<file path="src/rtl/keypad_4x4_scan.sv">
// keypad_4x4_scan
//   Scans a 4x4 active-low matrix keypad one column at a time. A full scan of
//   all four columns forms a frame. Each frame is classified as no key, a
//   single key, or several keys (ghosting, treated as no valid key). Press and
//   release are debounced over DB_FRAMES consecutive frames. One key code is
//   delivered per press.
//
// Parameters
//   SCAN_DIV  : clocks each column is driven low (>= 4)
//   DB_FRAMES : consecutive identical frames needed to accept a press or a
//               release (>= 2)
//
// Ports
//   clk       : system clock
//   clr_n     : asynchronous active-low reset
//   row[3:0]  : keypad rows, active-low, asynchronous to clk
//   col[3:0]  : column drives, active-low, exactly one bit low
//   key_code  : last accepted key, 4*row_index + col_index
//   key_valid : one-clock pulse when a new key is accepted
//   key_held  : high while the accepted key is still considered pressed
module keypad_4x4_scan #(
  parameter int SCAN_DIV  = 50000,
  parameter int DB_FRAMES = 4
) (
  input  logic       clk,
  input  logic       clr_n,
  input  logic [3:0] row,
  output logic [3:0] col,
  output logic [3:0] key_code,
  output logic       key_valid,
  output logic       key_held
);

  localparam int DIV_W = (SCAN_DIV > 1) ? $clog2(SCAN_DIV) : 1;
  localparam int CNT_W = $clog2(DB_FRAMES + 1);
  localparam logic [DIV_W-1:0] DIV_LAST = DIV_W'(SCAN_DIV - 1);
  localparam logic [CNT_W-1:0] CNT_DONE = CNT_W'(DB_FRAMES);

  typedef enum logic [1:0] {
    S_IDLE,
    S_DEBOUNCE,
    S_PRESSED,
    S_RELEASE
  } state_t;

  logic [3:0]       row_p0;
  logic [3:0]       row_p1;
  logic [DIV_W-1:0] div;
  logic [1:0]       col_index;
  logic [1:0]       col_index_next;
  logic [15:0]      snap;
  state_t           state;
  logic [CNT_W-1:0] cnt;
  logic [CNT_W-1:0] cnt_next;
  logic [3:0]       cand;

  logic        tick;
  logic        frame_end;
  logic [15:0] frame;
  logic [4:0]  zeros;
  logic [3:0]  low_idx;
  logic        is_none;
  logic        is_single;

  assign tick           = (div == DIV_LAST);
  assign frame_end      = tick && (col_index == 2'd3);
  assign col_index_next = col_index + 2'd1;

  // Snapshot with the sample being taken on this clock merged in, so the
  // column-3 sample is part of the frame that is classified on the same edge.
  // Bit 4*r+c holds row r seen while column c was driven.
  always_comb begin
    frame   = snap;
    zeros   = 5'd0;
    low_idx = 4'd0;
    for (int r = 0; r < 4; r++) begin
      frame[{r[1:0], col_index}] = row_p1[r];
    end
    for (int k = 0; k < 16; k++) begin
      if (!frame[k]) begin
        zeros   = zeros + 5'd1;
        low_idx = k[3:0];
      end
    end
  end

  assign is_none   = (zeros == 5'd0);
  assign is_single = (zeros == 5'd1);

  // Saturating frame counter increment; never wraps past DB_FRAMES.
  assign cnt_next = (cnt == CNT_DONE) ? cnt : cnt + 1'b1;

  // Stage p0/p1: two-flop synchronizer for the asynchronous rows
  always_ff @(posedge clk or negedge clr_n) begin
    if (!clr_n) begin
      row_p0 <= 4'hF;
      row_p1 <= 4'hF;
    end else begin
      row_p0 <= row;
      row_p1 <= row_p0;
    end
  end

  // Column scan: divider, column drive and frame snapshot
  always_ff @(posedge clk or negedge clr_n) begin
    if (!clr_n) begin
      div       <= '0;
      col_index <= 2'd0;
      col       <= 4'b1110;
      snap      <= 16'hFFFF;
    end else if (tick) begin
      div       <= '0;
      col_index <= col_index_next;
      col       <= ~(4'b0001 << col_index_next);
      snap      <= frame;
    end else begin
      div <= div + 1'b1;
    end
  end

  // Debounce FSM, evaluated once per frame end
  always_ff @(posedge clk or negedge clr_n) begin
    if (!clr_n) begin
      state     <= S_IDLE;
      cnt       <= '0;
      cand      <= 4'd0;
      key_code  <= 4'd0;
      key_valid <= 1'b0;
      key_held  <= 1'b0;
    end else begin
      key_valid <= 1'b0;
      if (frame_end) begin
        case (state)
          S_IDLE: begin
            if (is_single) begin
              cand  <= low_idx;
              cnt   <= CNT_W'(1);
              state <= S_DEBOUNCE;
            end
          end
          S_DEBOUNCE: begin
            if (is_single && (low_idx == cand)) begin
              cnt <= cnt_next;
              if (cnt_next == CNT_DONE) begin
                key_code  <= cand;
                key_valid <= 1'b1;
                key_held  <= 1'b1;
                cnt       <= '0;
                state     <= S_PRESSED;
              end
            end else begin
              cnt   <= '0;
              state <= S_IDLE;
            end
          end
          S_PRESSED: begin
            // Other keys or ghosting are ignored until a clean release.
            if (is_none) begin
              cnt   <= CNT_W'(1);
              state <= S_RELEASE;
            end
          end
          S_RELEASE: begin
            if (is_none) begin
              cnt <= cnt_next;
              if (cnt_next == CNT_DONE) begin
                key_held <= 1'b0;
                cnt      <= '0;
                state    <= S_IDLE;
              end
            end else begin
              cnt   <= '0;
              state <= S_PRESSED;
            end
          end
          default: begin
            cnt   <= '0;
            state <= S_IDLE;
          end
        endcase
      end
    end
  end

endmodule

</file>
<file path="config.mk">
export PLATFORM = sky130hd
export DESIGN_NAME = keypad_4x4_scan
export DESIGN_NICKNAME = d
export VERILOG_FILES = /design/src/rtl/keypad_4x4_scan.sv
export SDC_FILE = /design/constraint.sdc
export NUM_CORES = 1
export LEC_CHECK = 0
export ABC_AREA = 1
export BUFFER_PORTS_ARGS = -buffer_cell sky130_fd_sc_hd__buf_2
export CORE_ASPECT_RATIO = 0.5
export CORE_MARGIN = 5
export CORE_UTILIZATION = 35
export DETAILED_ROUTE_END_ITERATION = 10
export PLACE_DENSITY = 0.53
export SYNTH_ARGS = -nofsm -noshare
export SYNTH_HDL_FRONTEND = slang
export SYNTH_SLANG_ARGS = --single-unit
</file>
<file path="constraint.sdc">
create_clock -name clk -period 26.9 [get_ports clk]
set_clock_uncertainty 0.1 [all_clocks]
set_input_delay 8.07 -clock clk [delete_from_list [all_inputs] [get_ports clk]]
set_output_delay 8.07 -clock clk [all_outputs]
set_load 0.03 [all_outputs]
</file>
---- Word-level counts from Yosys, hierarchy flattened ----
Index checks and enable logic that the tools add are counted.
storage, ports and cells
  register bits ........................... 61
  logic and storage cells ................. 138
  output and inout port bits .............. 10
  bits of input ports ..................... 6
operators by class
  $add $sub $neg .......................... 18
  eq/ne operators ......................... 17
  bitwise operators ....................... 1
  reductions and logical operators ........ 14
  $lt $le $gt $ge ......................... 8
  shifts and indexed selects .............. 1
  muxes and demuxes ....................... 67
operators with widths
  kind                                                                number
  adder 5 x 1 -> 5 bit (second input constant)                        15
  two-way mux 5 bit                                                   15
  bitwise mux 16 bit                                                  4
  two-way mux 4 bit                                                   13
  two-way mux 3 bit                                                   6
  adder 16 x 1 -> 16 bit (second input constant)                      1
  == test 16 bit (second input constant)                              1
  two-way mux 16 bit                                                  1
  two-way mux 1 bit                                                   14
  two-way mux 2 bit                                                   7
  != test 2 bit (second input constant)                               6
  one-hot mux 3 bit (4 select lines)                                  1
  less-than comparator 4 x 5 -> 1 bit (second input constant)         2
  demux 1 bit (select 2 bit)                                          4
  greater-or-equal comparator 4 x 1 -> 1 bit (second input constant)  2
  one-hot mux 2 bit (4 select lines)                                  1
  == test 2 bit (second input constant)                               3
  == test 3 bit (second input constant)                               2
  logical AND 1 bit                                                   6
  != test 3 bit (second input constant)                               2
  AND reduction 3 bit                                                 2
  AND reduction 6 bit                                                 1
  == test 5 x 1 -> 1 bit (second input constant)                      1
  zero test 5 bit                                                     1
  other kinds (15)                                                    15

---- Longest topological paths before layout ----
Gate-level depths: netlist of the first run.
  word-level depth ........................ 44
  gate-level depth with buffers ........... 65
  mapped depth without buffers ............ 65

---- Worst setup path before layout of the first run ----
Ideal clock, no wire load.
  path kind ............................... register to output
  from .................................... register col[1]
  to ...................................... output port col[1]
  stages on the path, launching flop included .. 1
  path buffers ............................ 0
  slack ................................... 18.133 ns
  arrival time ............................ 0.597 ns
  required time ........................... 18.730 ns
  cells stage by stage .................... dfstp_2
RTL lines
  element                 RTL line  source
  from (decl)             28        output logic [3:0] col,
  from (signal assigned)  114       col <= ~(4'b0001 << col_index_next);
No word-level cell between the ends.

---- Final worst setup path of the first run ----
  from .................................... register col_index[1]
  to ...................................... register state[0]
on the way
  elaborated cells between the ends (all ways) .. 84
  those cells by class .................... add/sub: 15; order compare: 8; eq/ne: 7; mux: 46; reduce/logical: 8
RTL lines
  element                                                                                                                  RTL line  source
  from (decl)                                                                                                              49        logic [1:0] col_index;
  from (signal assigned)                                                                                                   113       col_index <= col_index_next;
  less-than comparator 2 x 5 -> 1 bit (not written as such) or greater-or-equal comparator 2 x 1 -> 1 bit (tied branches)  77        frame[{r[1:0], col_index}] = row_p1[r];
  logical AND 1 bit (not written as such)                                                                                  77
  two-way mux 1 bit (not written as such)                                                                                  77
  demux 1 bit (select 2 bit) (*)                                                                                           77
  bitwise mux 16 bit (*) (4 in a row)                                                                                      77
  via frame[1]                                                                                                             59        logic [15:0] frame;
  two-way mux 5 bit                                                                                                        80        if (!frame[k]) begin
  adder 5 x 1 -> 5 bit                                                                                                     81        zeros = zeros + 5'd1;
  [23 not listed]                                                                                                          --
  adder 5 x 1 -> 5 bit                                                                                                     81
  two-way mux 5 bit                                                                                                        80
  adder 5 x 1 -> 5 bit                                                                                                     81
  two-way mux 5 bit                                                                                                        80
  == test 5 x 1 -> 1 bit                                                                                                   88        assign is_single = (zeros == 5'd1);
  logical AND 1 bit                                                                                                        142       if (is_single && (low_idx == cand)) begin
  != test 3 bit (no source line) or two-way mux 2 bit (tied branches)                                                      --
  AND reduction 5 bit (no source line) or one-hot mux 2 bit (4 select lines) (tied branches)                               --
  to (signal assigned)                                                                                                     138       state <= S_DEBOUNCE;
  to (signal assigned)                                                                                                     149       state <= S_PRESSED;
  to (signal assigned)                                                                                                     153       state <= S_IDLE;
  to (decl)                                                                                                                52        state_t state;
Mark *: on every way through the listed nets, which the timed path passes. The rest lies on a longest branch.
A chain may end at the register's enable or synchronous reset.

==> results of run 1 <==
[flip-flops by register name, indices dropped and copies added, names as in the netlist]
name	count
cand	4
cnt	3
col	4
col_index	2
div	16
key_code	4
key_held	1
key_valid	1
row_p0	4
row_p1	4
snap	16
state	2
[worst max-delay path, delay by kind of cell (launching register included)]
family	cells	cell delay [ns]
and+or+nand+nor	34	3.56
buffers and inverters	7	0.51
adders and majority gates	15	4.18
AOI/OAI and AO/OA	4	0.61
DFF	1	0.39
[synth_stat cells (all sizes together)]
library cell  instances  area share [%]
or2                   5            0.65
a2111oi               1            0.18
nand4                 7            0.91
xor2                  9             1.6
clkinv                1           0.078
nand2               270              22
buf                   2            0.34
nor2                 77             6.5
nor3                  5            0.52
dfstp                27              15
clkbuf                4            0.31
mux2                  2            0.47
o21bai                1            0.16
a31oi                 1            0.13
ha                   25             6.5
nor4                  2            0.26
xnor2                 1            0.18
a21boi                3            0.47
nand3                74             8.4
a21oi                 9            0.93
dfrtp                34              18
o21ai                47             4.9
inv                 141              11
nand3b                5            0.78
[kinds of logic (layout without fill, tap and decap cells)]
logic type                 count (synthesis)  in the layout  synth area share, %
xor gates and xnor gates                  10             10                 1.82
and+or+nand+nor                          445            445                 40.5
adders and majority gates                 25             25                 6.48
muxes                                      2              2                0.467
DFF                                       61             61                 32.3
AOI/OAI and AO/OA                         62             62                 6.74
buffers and inverters                    148            175                 11.7
[routing by layer]
| metal | wire length (µm) | vias to the layer above | GRT usage [%] | part of all wire, % |
|---|---|---|---|---|
| met5 | 0 | - | 0 | 0 |
| met4 | 64 | 0 | 3.11 | 0.64 |
| met3 | 239 | 4 | 3.03 | 2.4 |
| met2 | 4470 | 27 | 22.3 | 44 |
| met1 | 5270 | 1857 | 17.3 | 52 |
| li1 | - | 2358 | - | - |
[power by group through the flow]
| stage | logic (µW) | clock network [µW] | registers, µW |
|---|---|---|---|
| after CTS | 112 | 117 | 93.6 |
| after floorplan | 93.8 | 0 | 94.9 |
| after global placement | 110 | 0 | 95.0 |
| after detailed placement | 111 | 0 | 95.0 |
| final | 111 | 114 | 93.6 |
| after global routing | 130 | 121 | 93.6 |
[area by class of cell]
| cell class | instances | share of cell area [%] |
|---|---|---|
| clock buffer | 14 | 4.71 |
| clock inverter | 2 | 0.650 |
| inverter | 142 | 9.88 |
| multi-input combinational | 544 | 50.1 |
| sequential | 61 | 28.9 |
| tap | 176 | 4.08 |
| timing repair buffer | 17 | 1.67 |
[metrics by stage]
stage	cells	cell area, µm²	utilization (%)	hold WS, ns
floorplan	753	4830	-	0.245
CTS	956	5390	39.9	0.256
detailed placement	940	5100	37.8	0.248
global placement	940	5100	37.8	0.247
finish	956	5390	39.9	0.252
global route	956	5390	39.9	0.258
[how the worst max path moves through the flow]
stage | endpoint | slack, ns | cells past startpoint | start
2_1_floorplan | col[1] | 18.13 | 0 | col[1]
3_3_place_gp | state[0] | 17.66 | 60 | col_index[1]
3_5_place_dp | state[0] | 17.43 | 60 | col_index[1]
4_1_cts | state[0] | 17.41 | 60 | col_index[1]
5_1_grt | state[0] | 16.59 | 60 | col_index[1]
6_report | state[0] | 17.48 | 60 | col_index[1]
==> load_flow_metrics.sql, run 1 <==
INSERT INTO impl_metrics (metric_group, metric, value, unit) VALUES
('status', 'outcome', 'finished clean', ''),
('drt', 'antenna_left', '0', ''),
('layout', 'layout-drive-gt1-share', '13.7', '%'),
('die', 'die_h', '93.0', 'µm'),
('drt', 'routed_wl', '10000', 'µm'),
('placed_design', 'port_buffers', '15', ''),
('timing', 'worst_slew_pin_slew', '0.788', 'ns'),
('clock_tree', 'holdBufCountCts', '0', ''),
('critical_path', 'worst_case_reg_to_reg_path_depth', '60', ''),
('drt', 'dr.pass1.iters', '5', ''),
('logic_synthesis', 'yosysSeqAreaShare', '32.3', '%'),
('drt', 'drt_drc_violations_left', '0', ''),
('drt', 'post_drt_via_cell_ratio', '4.44', ''),
('layout', 'synth_to_final_area_change', '11.8', '%'),
('critical_path', 'worst_r2r_endpoint', 'state[0]', ''),
('global_routing', 'grt_start_max_net_pins', '44', ''),
('critical_path', 'critical_path_required', '27.02', 'ns'),
('global_routing', 'number_of_global_route_vias_before_repair', '4086', ''),
('timing', 'setup_viol', '0', ''),
('pwr', 'share_seq_of_total_power', '29.4', '%'),
('layout', 'multi_input_area', '2700', 'µm²'),
('logic_synthesis', 'syn-num-nets', '784', ''),
('pwr', 'p_sw_share', '34.6', '%'),
('timing', 'timing_hold_violations_final', '0', ''),
('critical_path', 'worst_setup_path_end_kind', 'flop', ''),
('pwr', 'switchingPower', '110', 'µW'),
('pwr', 'power_per_cell_area', '58.9', 'nW/µm²'),
('clock_tree', 'tritoncts_num_sinks', '61', ''),
('timing', 'relSlewSlack', '46.1', '%'),
('die', 'die_x', '176', 'µm'),
('layout', 'antenna_cells_inserted', '0', ''),
('clock_tree', 'cts-buffers-inserted', '9', ''),
('min_path', 'timing.hold.worst_endpoint', 'row_p1[2]', ''),
('die', 'area_enclosed_by_the_die_boundary', '16400', 'µm²'),
('pwr', 'leakagePower', '0.00287', 'µW'),
('critical_path', 'crit_path_max_fanout', '6', ''),
('global_routing', 'grt_overflow_total', '0', ''),
('layout', 'final-seq-area', '1560', 'µm²'),
('critical_path', 'startpoint_type', 'flop', ''),
('logic_synthesis', 'yosys_warnings', '0', ''),
('clock_tree', 'insertion_delay', '0.33', 'ns'),
('pwr', 'worst_ir_drop_vdd', '0.0333', 'mV'),
('pwr', 'power.clock.fraction', '35.7', '%'),
('critical_path', 'worst_path_max_delay_cell', 'dfrtp_1', ''),
('run', 'cap_viol_max_count', '0', ''),
('drt', 'vias', '4246', ''),
('placed_design', 'detailedPlacementHpwl', '7880', 'µm'),
('min_path', 'hold_path.class', 'flop to flop', ''),
('global_routing', 'grt_first_pass_wirelength', '18100', 'µm'),
('timing', 'timing_max_transition_violations_final', '0', ''),
('timing', 'fmax', '106', 'MHz'),
('drt', 'drt-wirelength-per-cell', '10.5', 'µm'),
('critical_path', 'timing_worst_setup_path_type', 'flop to flop', ''),
('die', 'initial_utilization', '35.7', '%'),
('clock_tree', 'cts_root_buf', 'clkbuf_16', ''),
('pwr', 'cellInternalPower', '208', 'µW'),
('timing', 'period_needed', '9.42', 'ns'),
('layout', 'mostFrequentLayoutCell', 'nand2_1', ''),
('logic_synthesis', 'synthDistinctLibCells', '32', ''),
('critical_path', 'critical_path_arrival', '9.54', 'ns'),
('clock_tree', 'postCtsSetupRepairBufs', '0', ''),
('critical_path', 'r2r_start', 'col_index[1]', ''),
('layout', 'nets', '806', ''),
('critical_path', 'timing.reg2reg.setup_slack', '17.48', 'ns'),
('die', 'fp.coreArea', '13500', 'µm²'),
('clock_tree', 'cts.clk_slew.worst_paths', '0.05', 'ns'),
('logic_synthesis', 'ys_ff_latch', '61', ''),
('die', 'placement_rows', '30', ''),
('timing', 'totalNegativeSetupSlack', '0', 'ns'),
('global_routing', 'grtUsageTotal', '13.2', '%'),
('min_path', 'worst_hold_path.num_cells', '0', '');
Power figures use the tool's default switching activity.
==> inputs of run 2 (changes only) <==
==> constraint.sdc (replaced) <==
create_clock -name clk -period 9.7 [get_ports clk]
set_clock_uncertainty 0.1 [all_clocks]
set_input_delay 2.91 -clock clk [delete_from_list [all_inputs] [get_ports clk]]
set_output_delay 2.91 -clock clk [all_outputs]
set_load 0.03 [all_outputs]
==> run 2 against run 1 <==
  * Final area rose by 2.0%
  * Total power increased to 2.8 times the previous value
  * Non-clock buffer count increased by 3
  * Die area is the same
  * Cell count rose by 0.31%
  * Via count increased by 1.0%
  * Utilization is 0.81 points higher
  * Clock power increased to 2.8 times the previous value
  * Critical path type unchanged
  * Critical endpoint unchanged
  * Largest cell class unchanged
==> load_flow_metrics.sql, run 2 (synthesized netlist as in run 1, its figures left out) <==
INSERT INTO impl_metrics (metric_group, metric, value, unit) VALUES
('status', 'outcome', 'finished clean', ''),
('layout', 'layout-drive-gt1-share', '15.7', '%'),
('min_path', 'hold_path.class', 'flop to flop', ''),
('timing', 'timing_max_transition_violations_final', '0', ''),
('placed_design', 'port_buffers', '15', ''),
('die', 'die_x', '176', 'µm'),
('clock_tree', 'cts-buffers-inserted', '9', ''),
('global_routing', 'number_of_global_route_vias_before_repair', '4112', ''),
('critical_path', 'critical_path_arrival', '9.10', 'ns'),
('critical_path', 'timing_worst_setup_path_type', 'flop to flop', ''),
('critical_path', 'critical_path.n_buffers_inverters', '7', ''),
('global_routing', 'grt_antenna_before_repair', '0', ''),
('critical_path', 'crit_path_frequent_cell', 'nand2_1', ''),
('critical_path', 'worst_path_max_delay_cell', 'dfrtp_1', ''),
('clock_tree', 'insertion_delay', '0.33', 'ns'),
('pwr', 'post-layout-total-power', '890', 'µW'),
('drt', 'drt_drc_violations_left', '0', ''),
('clock_tree', 'ctsLongestPathBuffers', '2', ''),
('global_routing', 'grtUsageTotal', '13.4', '%'),
('layout', 'filler_cell_count', '1462', ''),
('pwr', 'worst_ir_drop_vdd', '0.0920', 'mV'),
('clock_tree', 'cts_root_buf', 'clkbuf_16', ''),
('global_routing', 'grt_start_max_net_pins', '44', ''),
('clock_tree', 'holdBufCountCts', '0', ''),
('critical_path', 'critical_path_required', '9.82', 'ns'),
('layout', 'mostFrequentLayoutCell', 'nand2_1', ''),
('timing', 'min_period_over_period', '92.5', '%'),
('drt', 'first_iter_violations', '196', ''),
('drt', 'vias', '4289', ''),
('critical_path', 'r2r_start', 'col_index[1]', ''),
('layout', 'design_area', '5500', 'µm²'),
('drt', 'routed_wl', '10200', 'µm'),
('layout', 'mostFrequentLayoutCells', 'nand2_1, inv_1, nor2_1, nand3_1, o21ai_0', ''),
('critical_path', 'max_stage_delay', '0.42', 'ns'),
('drt', 'post_drt_via_cell_ratio', '4.47', ''),
('layout', 'final_core_util', '40.7', '%'),
('drt', 'dr.pass1.iters', '4', ''),
('global_routing', 'grt_overflow_total', '0', ''),
('drt', 'drt-wirelength-per-cell', '10.6', 'µm'),
('timing', 'period_needed', '8.98', 'ns'),
('timing', 'fmax', '111', 'MHz'),
('critical_path', 'timing.reg2reg.setup_slack', '0.72', 'ns'),
('drt', 'antenna_left', '0', ''),
('layout', 'largestRegisters', 'div x16, snap x16', ''),
('min_path', 'hp-start', 'row_p0[1]', ''),
('layout', 'synth_to_final_area_change', '14.0', '%'),
('timing', 'relSlewSlack', '27.9', '%'),
('clock_tree', 'cts.clk_slew.worst_paths', '0.05', 'ns'),
('die', 'placement_rows', '30', ''),
('critical_path', 'crit_path_max_fanout', '4', ''),
('critical_path', 'startpoint', 'col_index[1]', ''),
('die', 'initial_utilization', '35.7', '%'),
('timing', 'final.setup.worst_slack', '0.724', 'ns'),
('timing', 'timing_hold_violations_final', '0', ''),
('timing', 'holdWs', '0.254', 'ns'),
('global_routing', 'grt_first_pass_wirelength', '18400', 'µm'),
('layout', 'antenna_cells_inserted', '0', ''),
('clock_tree', 'tritoncts_num_sinks', '61', ''),
('placed_design', 'detailedPlacementHpwl', '7900', 'µm'),
('die', 'area_enclosed_by_the_die_boundary', '16400', 'µm²'),
('critical_path', 'timing.critical_path.max_delay_family', 'adder cells', ''),
('die', 'die_h', '93.0', 'µm'),
('critical_path', 'worst_setup_path_end_kind', 'flop', ''),
('run', 'cap_viol_max_count', '0', ''),
('clock_tree', 'tritoncts_clock_tree', 'yes', ''),
('placed_design', 'pre_cts_ws', '0.221', 'ns'),
('critical_path', 'startpoint_type', 'flop', ''),
('die', 'fp.coreArea', '13500', 'µm²'),
('placed_design', 'gp_congestion', '0.779', ''),
('die', 'num_io_pins', '16', ''),
('layout', 'nets', '809', ''),
('pwr', 'leakagePower', '0.00290', 'µW'),
('timing', 'setup_viol', '0', ''),
('timing', 'worst_slew_pin_slew', '1.05', 'ns'),
('placed_design', 'post_dp_cell_area', '5100', 'µm²'),
('clock_tree', 'clock_tree.htree_level_count', '3', ''),
('pwr', 'power_per_cell_area', '162', 'nW/µm²');
## run 2: path summary, 6_finish.rpt
kind                                end  depth (start not counted)
max reg2reg                    state[0]                         61
min in group asynchronous        div[8]                          1
max                            state[0]                         61
max in group asynchronous  col_index[0]                          2
min reg2reg                   row_p1[1]                          0
min                           row_p1[1]                          0
## run 2: layout make-up
type | instances | area, µm² | area share (%)
multi-input cells | 544 | 2780 | 50.5
flip-flops and latches | 61 | 1560 | 28.4
inverters | 142 | 536 | 9.73
clock buffers | 12 | 246 | 4.48
well taps | 176 | 220 | 4.00
repair buffers | 20 | 113 | 2.05
clock inverters | 4 | 47.5 | 0.864
## run 2: per-layer routing
metal | wire length [µm] | vias to the layer above | GRT usage [%]
li1 | - | 2371 | -
met1 | 5340 | 1882 | 17.7
met2 | 4500 | 27 | 22.4
met3 | 248 | 9 | 2.79
met4 | 108 | 0 | 3.31
met5 | 0 | - | 0
## run 2: timing repair
item	CTS	global route
setup endpoints to repair	0	15
resized for setup	0	22
setup buffers	0	3
## run 2: per-stage QoR
step	TNS (ns)	instances
after floorplan	0	753
after global placement	0	940
after detailed placement	0	940
after CTS	0	956
after global routing	-0.0834	959
final	0	959
## run 2: report_power, final
group	switching [µW]	total, µW	internal (µW)
Clock	115	320	205
Sequential	1.25	259	258
Combinational	197	311	114
Total	313	890	577
